==> config.mk <==
export PLATFORM = sky130hd
export DESIGN_NAME = layerio_wr_tracker_flat
export DESIGN_NICKNAME = d
export VERILOG_FILES = /design/src/rtl/layerio_wr_tracker_if.sv /design/src/rtl/layerio_wr_tracker.sv /design/src/flat_wrapper.sv
export SDC_FILE = /design/constraint.sdc
export NUM_CORES = 1
export LEC_CHECK = 0
export ABC_CLOCK_PERIOD_IN_PS = 2490
export CORE_UTILIZATION = 32
export DETAILED_ROUTE_END_ITERATION = 8
export GPL_ROUTABILITY_DRIVEN = 0
export PLACE_DENSITY_LB_ADDON = 0.2
export SLEW_MARGIN = 20
export SYNTH_ARGS = -nofsm -noshare
export SYNTH_HDL_FRONTEND = slang
export SYNTH_SLANG_ARGS = --single-unit
==> constraint.sdc <==
create_clock -name clk -period 2.49 [get_ports clk]
set_input_delay 0.6225 -clock clk [delete_from_list [all_inputs] [get_ports clk]]
set_output_delay 0.6225 -clock clk [all_outputs]
set_load 0.02 [all_outputs]
==> src/rtl/layerio_wr_tracker_if.sv <==
// Write-tracker bus: layer config handshake, write strobe and the steering/address results.
// Under LAYERIO_PINGPONG_EN, flat_addr carries an extra MSB and bank_sel is present.
interface layerio_wr_tracker_if #(
  parameter int CHANNELS = 4,
  parameter int DEPTH    = 1024,
  parameter int SIZE_W   = 16,
  parameter int W_W      = 10
);
  localparam int CW = $clog2(CHANNELS);
  localparam int BW = $clog2(DEPTH/CHANNELS);
`ifdef LAYERIO_PINGPONG_EN
  localparam int FW = $clog2(DEPTH) + 1;
`else
  localparam int FW = $clog2(DEPTH);
`endif

  logic                         cfg_valid;
  logic                         cfg_ready;
  logic [SIZE_W-1:0]            size;
  logic [W_W-1:0]               size_w;
  logic [W_W-1:0]               stride_w;
  logic [SIZE_W-1:0]            wr_offset;
  logic                         islastlayer;
  logic                         en;
  logic [CW-1:0]                chansel;
  logic [CHANNELS-1:0][BW-1:0]  chan_addr;
  logic [FW-1:0]                flat_addr;
  logic                         writing_layer_next;
  logic                         wrote_layer;
  logic                         cfg_err;
`ifdef LAYERIO_PINGPONG_EN
  logic                         bank_sel;

  modport master (output cfg_valid, size, size_w, stride_w, wr_offset, islastlayer, en,
                  input  cfg_ready, chansel, chan_addr, flat_addr, writing_layer_next,
                         wrote_layer, cfg_err, bank_sel);
  modport slave  (input  cfg_valid, size, size_w, stride_w, wr_offset, islastlayer, en,
                  output cfg_ready, chansel, chan_addr, flat_addr, writing_layer_next,
                         wrote_layer, cfg_err, bank_sel);
`else
  modport master (output cfg_valid, size, size_w, stride_w, wr_offset, islastlayer, en,
                  input  cfg_ready, chansel, chan_addr, flat_addr, writing_layer_next,
                         wrote_layer, cfg_err);
  modport slave  (input  cfg_valid, size, size_w, stride_w, wr_offset, islastlayer, en,
                  output cfg_ready, chansel, chan_addr, flat_addr, writing_layer_next,
                         wrote_layer, cfg_err);
`endif
endinterface

==> src/rtl/layerio_wr_tracker.sv <==
// Layer write tracker: steers writes across CHANNELS banks, generates remapped bank/flat addresses
// and pulses wrote_layer at layer end. Optional double-buffering via LAYERIO_PINGPONG_EN.

// Per-bank address counter with offset remap.
module layerio_wr_tracker_lane #(
  parameter int BW     = 8,
  parameter int CW     = 2,
  parameter int SIZE_W = 16
) (
  input  logic              clk,
  input  logic              reset,
  input  logic              inc,
  input  logic              clr,
  input  logic [SIZE_W-1:0] off,
  output logic [BW-1:0]     addr_map
);
  logic [BW-1:0] addr_q;

  always_ff @(posedge clk)
    if (reset || clr) addr_q <= '0;
    else if (inc)     addr_q <= addr_q + 1'b1;

  always_comb begin
    addr_map = addr_q;
    if (off == SIZE_W'(1))      addr_map = ~addr_q;
    else if (off != '0)         addr_map = addr_q - BW'(off >> CW);
  end
endmodule

module layerio_wr_tracker #(
  parameter int CHANNELS = 4,
  parameter int DEPTH    = 1024,
  parameter int SIZE_W   = 16,
  parameter int W_W      = 10,
  parameter int LATENCY  = 1
) (
  input  logic                 clk,
  input  logic                 reset,
  layerio_wr_tracker_if.slave  io
);
  localparam int CW = $clog2(CHANNELS);
  localparam int BW = $clog2(DEPTH/CHANNELS);
  localparam int AW = $clog2(DEPTH);

  typedef enum logic [1:0] {IDLE, WRITE, DONE} state_t;
  typedef struct packed {
    logic [CW-1:0]               chansel;
    logic [CHANNELS-1:0][BW-1:0] chan;
    logic [AW-1:0]               flat;
  } out_t;

  state_t            state;
  logic [SIZE_W-1:0] size_m1, off_q, count;
  logic [W_W-1:0]    size_w_m1, stride_m1, w, w_mod;
  logic [CW-1:0]     chansel_q;
  logic [AW-1:0]     flat_q;
  logic              cfg_ready_q, wrote_q, cfg_err_q;
  logic              cfg_ok, wr, wr_last;
  out_t              raw, out;

  assign cfg_ok  = (io.size != '0) && (io.size_w != '0) && (io.stride_w != '0);
  assign wr      = (state == WRITE) && io.en;
  assign wr_last = wr && (count == size_m1);

  always_ff @(posedge clk) begin
    if (reset) begin
      state       <= IDLE;
      size_m1     <= '0;
      size_w_m1   <= '0;
      stride_m1   <= '0;
      off_q       <= '0;
      count       <= '0;
      w           <= '0;
      w_mod       <= '0;
      chansel_q   <= '0;
      flat_q      <= '0;
      cfg_ready_q <= 1'b1;
      wrote_q     <= 1'b0;
      cfg_err_q   <= 1'b0;
    end else begin
      wrote_q <= 1'b0;
      case (state)
        IDLE: if (io.cfg_valid) begin
          if (cfg_ok) begin
            size_m1     <= io.size - 1'b1;
            size_w_m1   <= io.size_w - 1'b1;
            stride_m1   <= io.stride_w - 1'b1;
            off_q       <= io.wr_offset;
            cfg_ready_q <= 1'b0;
            state       <= WRITE;
          end else begin
            cfg_err_q <= 1'b1;
          end
        end
        WRITE: if (wr_last) begin
          count     <= '0;
          w         <= '0;
          w_mod     <= '0;
          chansel_q <= '0;
          flat_q    <= '0;
          wrote_q   <= !io.islastlayer;
          state     <= DONE;
        end else if (wr) begin
          count  <= count + 1'b1;
          flat_q <= flat_q + 1'b1;
          // Row wrap restarts the bank walk and overrides any bank advance.
          if (w == size_w_m1) begin
            w         <= '0;
            w_mod     <= '0;
            chansel_q <= '0;
          end else begin
            w <= w + 1'b1;
            if (w_mod == stride_m1) begin
              w_mod     <= '0;
              chansel_q <= chansel_q + 1'b1;
            end else begin
              w_mod <= w_mod + 1'b1;
            end
          end
        end
        default: begin
          cfg_ready_q <= 1'b1;
          state       <= IDLE;
        end
      endcase
    end
  end

  for (genvar i = 0; i < CHANNELS; i++) begin : g_lane
    layerio_wr_tracker_lane #(.BW(BW), .CW(CW), .SIZE_W(SIZE_W)) u_lane (
      .clk      (clk),
      .reset    (reset),
      .inc      (wr && (chansel_q == CW'(i))),
      .clr      (wr_last),
      .off      (off_q),
      .addr_map (raw.chan[i])
    );
  end

  assign raw.chansel = chansel_q;
  always_comb begin
    raw.flat = flat_q;
    if (off_q == SIZE_W'(1)) raw.flat = ~flat_q;
    else if (off_q != '0)    raw.flat = flat_q - AW'(off_q);
  end

  if (LATENCY == 0) begin : g_nopipe
    assign out = raw;
  end else begin : g_pipe
    out_t [LATENCY-1:0] stg;
    always_ff @(posedge clk)
      if (reset) stg <= '0;
      else       stg <= {stg, raw} >> $bits(out_t) * 0;
    assign out = stg[LATENCY-1];
  end

  assign io.cfg_ready          = cfg_ready_q;
  assign io.chansel            = out.chansel;
  assign io.chan_addr          = out.chan;
  assign io.writing_layer_next = wr_last;
  assign io.wrote_layer        = wrote_q;
  assign io.cfg_err            = cfg_err_q;

`ifdef LAYERIO_PINGPONG_EN
  logic bank_sel_q;
  always_ff @(posedge clk)
    if (reset)        bank_sel_q <= 1'b0;
    else if (wrote_q) bank_sel_q <= !bank_sel_q;
  assign io.bank_sel  = bank_sel_q;
  assign io.flat_addr = {bank_sel_q, out.flat};
`else
  assign io.flat_addr = out.flat;
`endif
endmodule

==> src/flat_wrapper.sv <==
// flat-port wrapper written by rule: the top's interface ports become plain ports
module layerio_wr_tracker_flat 
#(
  parameter int CHANNELS = 4,
  parameter int DEPTH    = 1024,
  parameter int SIZE_W   = 16,
  parameter int W_W      = 10,
  parameter int LATENCY  = 1
)
  (clk, reset, io_cfg_valid, io_size, io_size_w, io_stride_w, io_wr_offset, io_islastlayer, io_en, io_cfg_ready, io_chansel, io_chan_addr, io_flat_addr, io_writing_layer_next, io_wrote_layer, io_cfg_err);
  layerio_wr_tracker_if #(.CHANNELS(CHANNELS), .DEPTH(DEPTH), .SIZE_W(SIZE_W), .W_W(W_W)) io_i ();
  input  logic clk;
  input  logic reset;
  input wire logic [$bits(io_i.cfg_valid)-1:0] io_cfg_valid;
  input wire logic [$bits(io_i.size)-1:0] io_size;
  input wire logic [$bits(io_i.size_w)-1:0] io_size_w;
  input wire logic [$bits(io_i.stride_w)-1:0] io_stride_w;
  input wire logic [$bits(io_i.wr_offset)-1:0] io_wr_offset;
  input wire logic [$bits(io_i.islastlayer)-1:0] io_islastlayer;
  input wire logic [$bits(io_i.en)-1:0] io_en;
  output wire logic [$bits(io_i.cfg_ready)-1:0] io_cfg_ready;
  output wire logic [$bits(io_i.chansel)-1:0] io_chansel;
  output wire logic [$bits(io_i.chan_addr)-1:0] io_chan_addr;
  output wire logic [$bits(io_i.flat_addr)-1:0] io_flat_addr;
  output wire logic [$bits(io_i.writing_layer_next)-1:0] io_writing_layer_next;
  output wire logic [$bits(io_i.wrote_layer)-1:0] io_wrote_layer;
  output wire logic [$bits(io_i.cfg_err)-1:0] io_cfg_err;
  assign io_i.cfg_valid = io_cfg_valid;
  assign io_i.size = io_size;
  assign io_i.size_w = io_size_w;
  assign io_i.stride_w = io_stride_w;
  assign io_i.wr_offset = io_wr_offset;
  assign io_i.islastlayer = io_islastlayer;
  assign io_i.en = io_en;
  assign io_cfg_ready = io_i.cfg_ready;
  assign io_chansel = io_i.chansel;
  assign io_chan_addr = io_i.chan_addr;
  assign io_flat_addr = io_i.flat_addr;
  assign io_writing_layer_next = io_i.writing_layer_next;
  assign io_wrote_layer = io_i.wrote_layer;
  assign io_cfg_err = io_i.cfg_err;
  layerio_wr_tracker #(.CHANNELS(CHANNELS), .DEPTH(DEPTH), .SIZE_W(SIZE_W), .W_W(W_W), .LATENCY(LATENCY)) u_core (.clk(clk), .reset(reset), .io(io_i));
endmodule
==> impl_metrics.tcl, run 1 <==
set metrics [dict create \
    cts_sinks 181 \
    top_layer "met4" \
    async_reset_ff_share_pct 0 \
    power_leakage_nw 5.12 \
    peakVddDrop_uv 464 \
    fp.dieW_um 177 \
    via_count 7967 \
    drt-total-wl_um 23500 \
    start_kind "flop" \
    clk_pin_slew_worst_paths_ns 0.08 \
    synth_seq_cells 181 \
    drc 0 \
    setup_viol 0 \
    cp_slowest_cell "dfxtp_2" \
    synthCells 1103 \
    fillers 2980 \
    antenna_found_initial 0 \
    worstReg2RegEnd "u_core.io.flat_addr[9]$_SDFF_PP0_" \
    crit_buf_inv 3 \
    rows 63 \
    slew_headroom_pct 65.4 \
    period_needed_ns 2.41 \
    tightest_slew_ns 0.512 \
    antennaDiodeCount 0 \
    dpl-instance-area_um2 12100 \
    required_ns 1.87 \
    timing.hold.ws_ns 0.505 \
    hold_viol 0 \
    drtIter0Drc 345 \
    syn_avg_cell_area_um2 8.90 \
    cp_slowest_stage_delay_ns 0.34 \
    worstPathArrival_ns 1.79 \
    coreArea_um2 29900 \
    overflow 0 \
    r2r_cells 9 \
    wl_met1_um 11800 \
    crit_chain "xnor2_2, nand4_1, nor4_2, buf_4, nand2_4, inv_2, buf_6" \
    max-cap-violations 0 \
    p_per_area_nw_per_um2 612 \
    status "finished, final reports clean" \
    crit_start "u_core.count[12]$_SDFFE_PP0P_" \
    cts-hold-fix-buffers 0 \
    multi_input_area_um2 5860 \
    worstPathMaxFanout 2 \
    dr.pass1.iters 4 \
    wl_met3_um 620 \
    drive_gt1_share_pct 16.3 \
    yosysSeqAreaShare_pct 36.9 \
    postSynthNetCount 1220 \
    ctsRootBufferMaster "clkbuf_16" \
    fin_area_um2 12800 \
    r2r-start "u_core.off_q[1]$_SDFFE_PP0P_" \
    ff_latch_area_um2 3630 \
    die_h_um 177 \
    drv_slew 0 \
    synth_ff_type "dfxtp_1" \
    wl_met2_um 10800 \
    syn-cell-area_um2 9810 \
    track_usage_pct 15.8 \
    synth_edf_count 0 \
    cp-end-kind "output port" \
    vias_per_cell 4.67 \
    die_area_um2 31400 \
    grt_max_degree 55 \
    nets 1420 \
    final_cells 1706 \
    cts_max_path_buffers 2 \
    critPathTopFamily "simple AND/OR/NAND/NOR gates" \
    postRouteAntennaNets 0 \
    start_util_pct 32.9 \
    io_buffer_count 104 \
    dp.final_hpwl_um 17900 \
    path_depth 7 \
    dp_cells 1673 \
    fin_crit_sh_pct 96.9 \
    grt_pass1_vias 7773 \
    rrSetupSlack_ns 0.20 \
    cts_tree "yes" \
    area.growth.synth_to_final_pct 30.2 \
    cts_buffers 17 \
    crit_end "io_writing_layer_next" \
    io_pins 105 \
    finalPower_mw 7.82 \
    clk_latency_ns 0.43 \
    holdCritPathClass "flop to flop" \
    fin_skew_ns 0.0121 \
    rsz0062_at_grt "yes" \
    cts.htree.levels 4 \
    max_freq_mhz 414 \
    grt_pass1_wl_um 39300 \
    ys_warn_count 0 \
    wl_per_cell_um 13.8 \
    path_class "flop to output port" \
    synth.distinct_cells 58 \
]
how the worst min path moves through the flow:
stage | start | depth (start not counted) | slack, ns | end
after floorplan | u_core.off_q[15]$_SDFFE_PP0P_ | 2 | 0.46 | u_core.off_q[15]$_SDFFE_PP0P_
after global placement | u_core.off_q[13]$_SDFFE_PP0P_ | 2 | 0.47 | u_core.off_q[13]$_SDFFE_PP0P_
after detailed placement | u_core.off_q[10]$_SDFFE_PP0P_ | 2 | 0.49 | u_core.off_q[10]$_SDFFE_PP0P_
after CTS | u_core.off_q[10]$_SDFFE_PP0P_ | 2 | 0.50 | u_core.off_q[10]$_SDFFE_PP0P_
after global routing | u_core.stride_m1[8]$_SDFFE_PP0P_ | 2 | 0.53 | u_core.stride_m1[8]$_SDFFE_PP0P_
final | u_core.off_q[10]$_SDFFE_PP0P_ | 2 | 0.50 | u_core.off_q[10]$_SDFFE_PP0P_
registers in the layout, indices dropped and copies added, names as in the netlist, 2 cells and up:
name / flops
u_core.io.flat_addr: 10
u_core.stride_m1: 10
u_core.off_q: 16
u_core.g_lane.u_lane.addr_q: 32
u_core.count: 16
u_core.w: 10
u_core.chansel_q: 2
u_core.flat_q: 10
u_core.size_m1: 16
u_core.state: 2
u_core.size_w_m1: 10
u_core.io.chan_addr: 32
u_core.w_mod: 10
u_core.io.chansel: 2
per-layer routing:
metal	global-route usage, %	vias to the layer above
met2	25.5	104
li1	-	4170
met1	21.5	3673
met5	0	-
met3	2.15	20
met4	5.06	0
per-stage QoR:
| step | setup slack (ns) | utilization [%] | setup TNS (ns) |
|---|---|---|---|
| floorplan | 0.390 | - | 0 |
| global route | -0.0264 | 42.8 | -0.0264 |
| global placement | -0.267 | 40.5 | -11.91 |
| detailed placement | -0.299 | 40.5 | -13.09 |
| CTS | 0.000556 | 42.7 | 0 |
| finish | 0.0765 | 42.8 | 0 |
where the power goes:
part	internal (mW)	switching, mW	total, mW
combinational	0.885	0.919	1.80
sequential	3.10	0.109	3.21
clock	1.53	1.28	2.80
cell usage after synthesis (10+ instances only):
cell	number	area (um^2)
a211oi_1	21	158
a211oi_2	24	300
a21o_1	10	75.1
a21oi_1	51	255
and3_1	16	100
buf_2	14	70.1
clkbuf_1	19	71.3
dfxtp_1	181	3620
ha_1	55	688
inv_1	35	131
mux2i_1	21	210
nand2_1	50	188
nand3_1	31	155
nand4_1	27	169
nor2_1	208	781
nor3_1	14	70.1
nor4_1	11	68.8
o21ai_0	15	75.1
or2_2	10	62.6
xnor2_1	104	911
xor2_1	90	788
final cells by class:
| cell class | instances | share of cell area, % |
|---|---|---|
| clock inverter | 15 | 1.45 |
| inverter | 35 | 1.03 |
| multi-input combinational | 841 | 45.9 |
| clock buffer | 17 | 3.33 |
| tap | 390 | 3.82 |
| sequential | 181 | 28.4 |
| timing repair buffer | 227 | 16.1 |
cell families after synthesis:
group / after synthesis / synth area share [%]
buf+inv: 81 / 3.75
simple gates: 411 / 20.0
compound gates: 155 / 11.9
flops: 181 / 36.9
mux: 21 / 2.14
fa+ha+maj: 60 / 8.03
xor+xnor: 194 / 17.3
tightest hold or removal path: cells and delay by family, from the launching register on:
kind          cells  cell delay, ns
mux               1            0.06
flops             1            0.33
simple gates      1            0.08
placed cells by master (no fill, tap or decap), drive strengths merged, types with 3 or more instances in the layout:
| master | instances |
|---|---|
| nor2 | 209 |
| dfxtp | 181 |
| buf | 125 |
| xnor2 | 104 |
| clkdlybuf4s50 | 102 |
| xor2 | 90 |
| ha | 55 |
| a21oi | 51 |
| nand2 | 51 |
| a211oi | 45 |
| inv | 42 |
| nand3 | 31 |
| nand4 | 27 |
| mux2i | 21 |
| clkbuf | 17 |
| and3 | 16 |
| nor3 | 16 |
| o21ai | 16 |
| nor4 | 12 |
| a21o | 10 |
| or2 | 10 |
| a311oi | 8 |
| and3b | 6 |
| nand2b | 6 |
| a31oi | 6 |
| or4 | 6 |
| and2 | 5 |
| fa | 5 |
| clkinv | 5 |
| o21bai | 4 |
| nor2b | 4 |
| o31ai | 4 |
| nor4b | 3 |
| nor3b | 3 |
repair_timing:
action	CTS	global route
setup buffers	0	1
endpoints found under the setup margin	2	3
resized for setup	11	8
pin swaps	3	3
cloned	0	0
Note: power is estimated with default switching activity, not from simulation.
==> run 2: changes to the inputs <==
--- a/config.mk
+++ b/config.mk
@@ -7,6 +7,7 @@
 export LEC_CHECK = 0
 export ABC_CLOCK_PERIOD_IN_PS = 2490
 export CORE_UTILIZATION = 32
+export CTS_CLUSTER_DIAMETER = 80
 export DETAILED_ROUTE_END_ITERATION = 8
 export GPL_ROUTABILITY_DRIVEN = 0
 export PLACE_DENSITY_LB_ADDON = 0.2
==> results of run 2 <==
No change in the layout: final DEF, timing and power equal those of run 1.
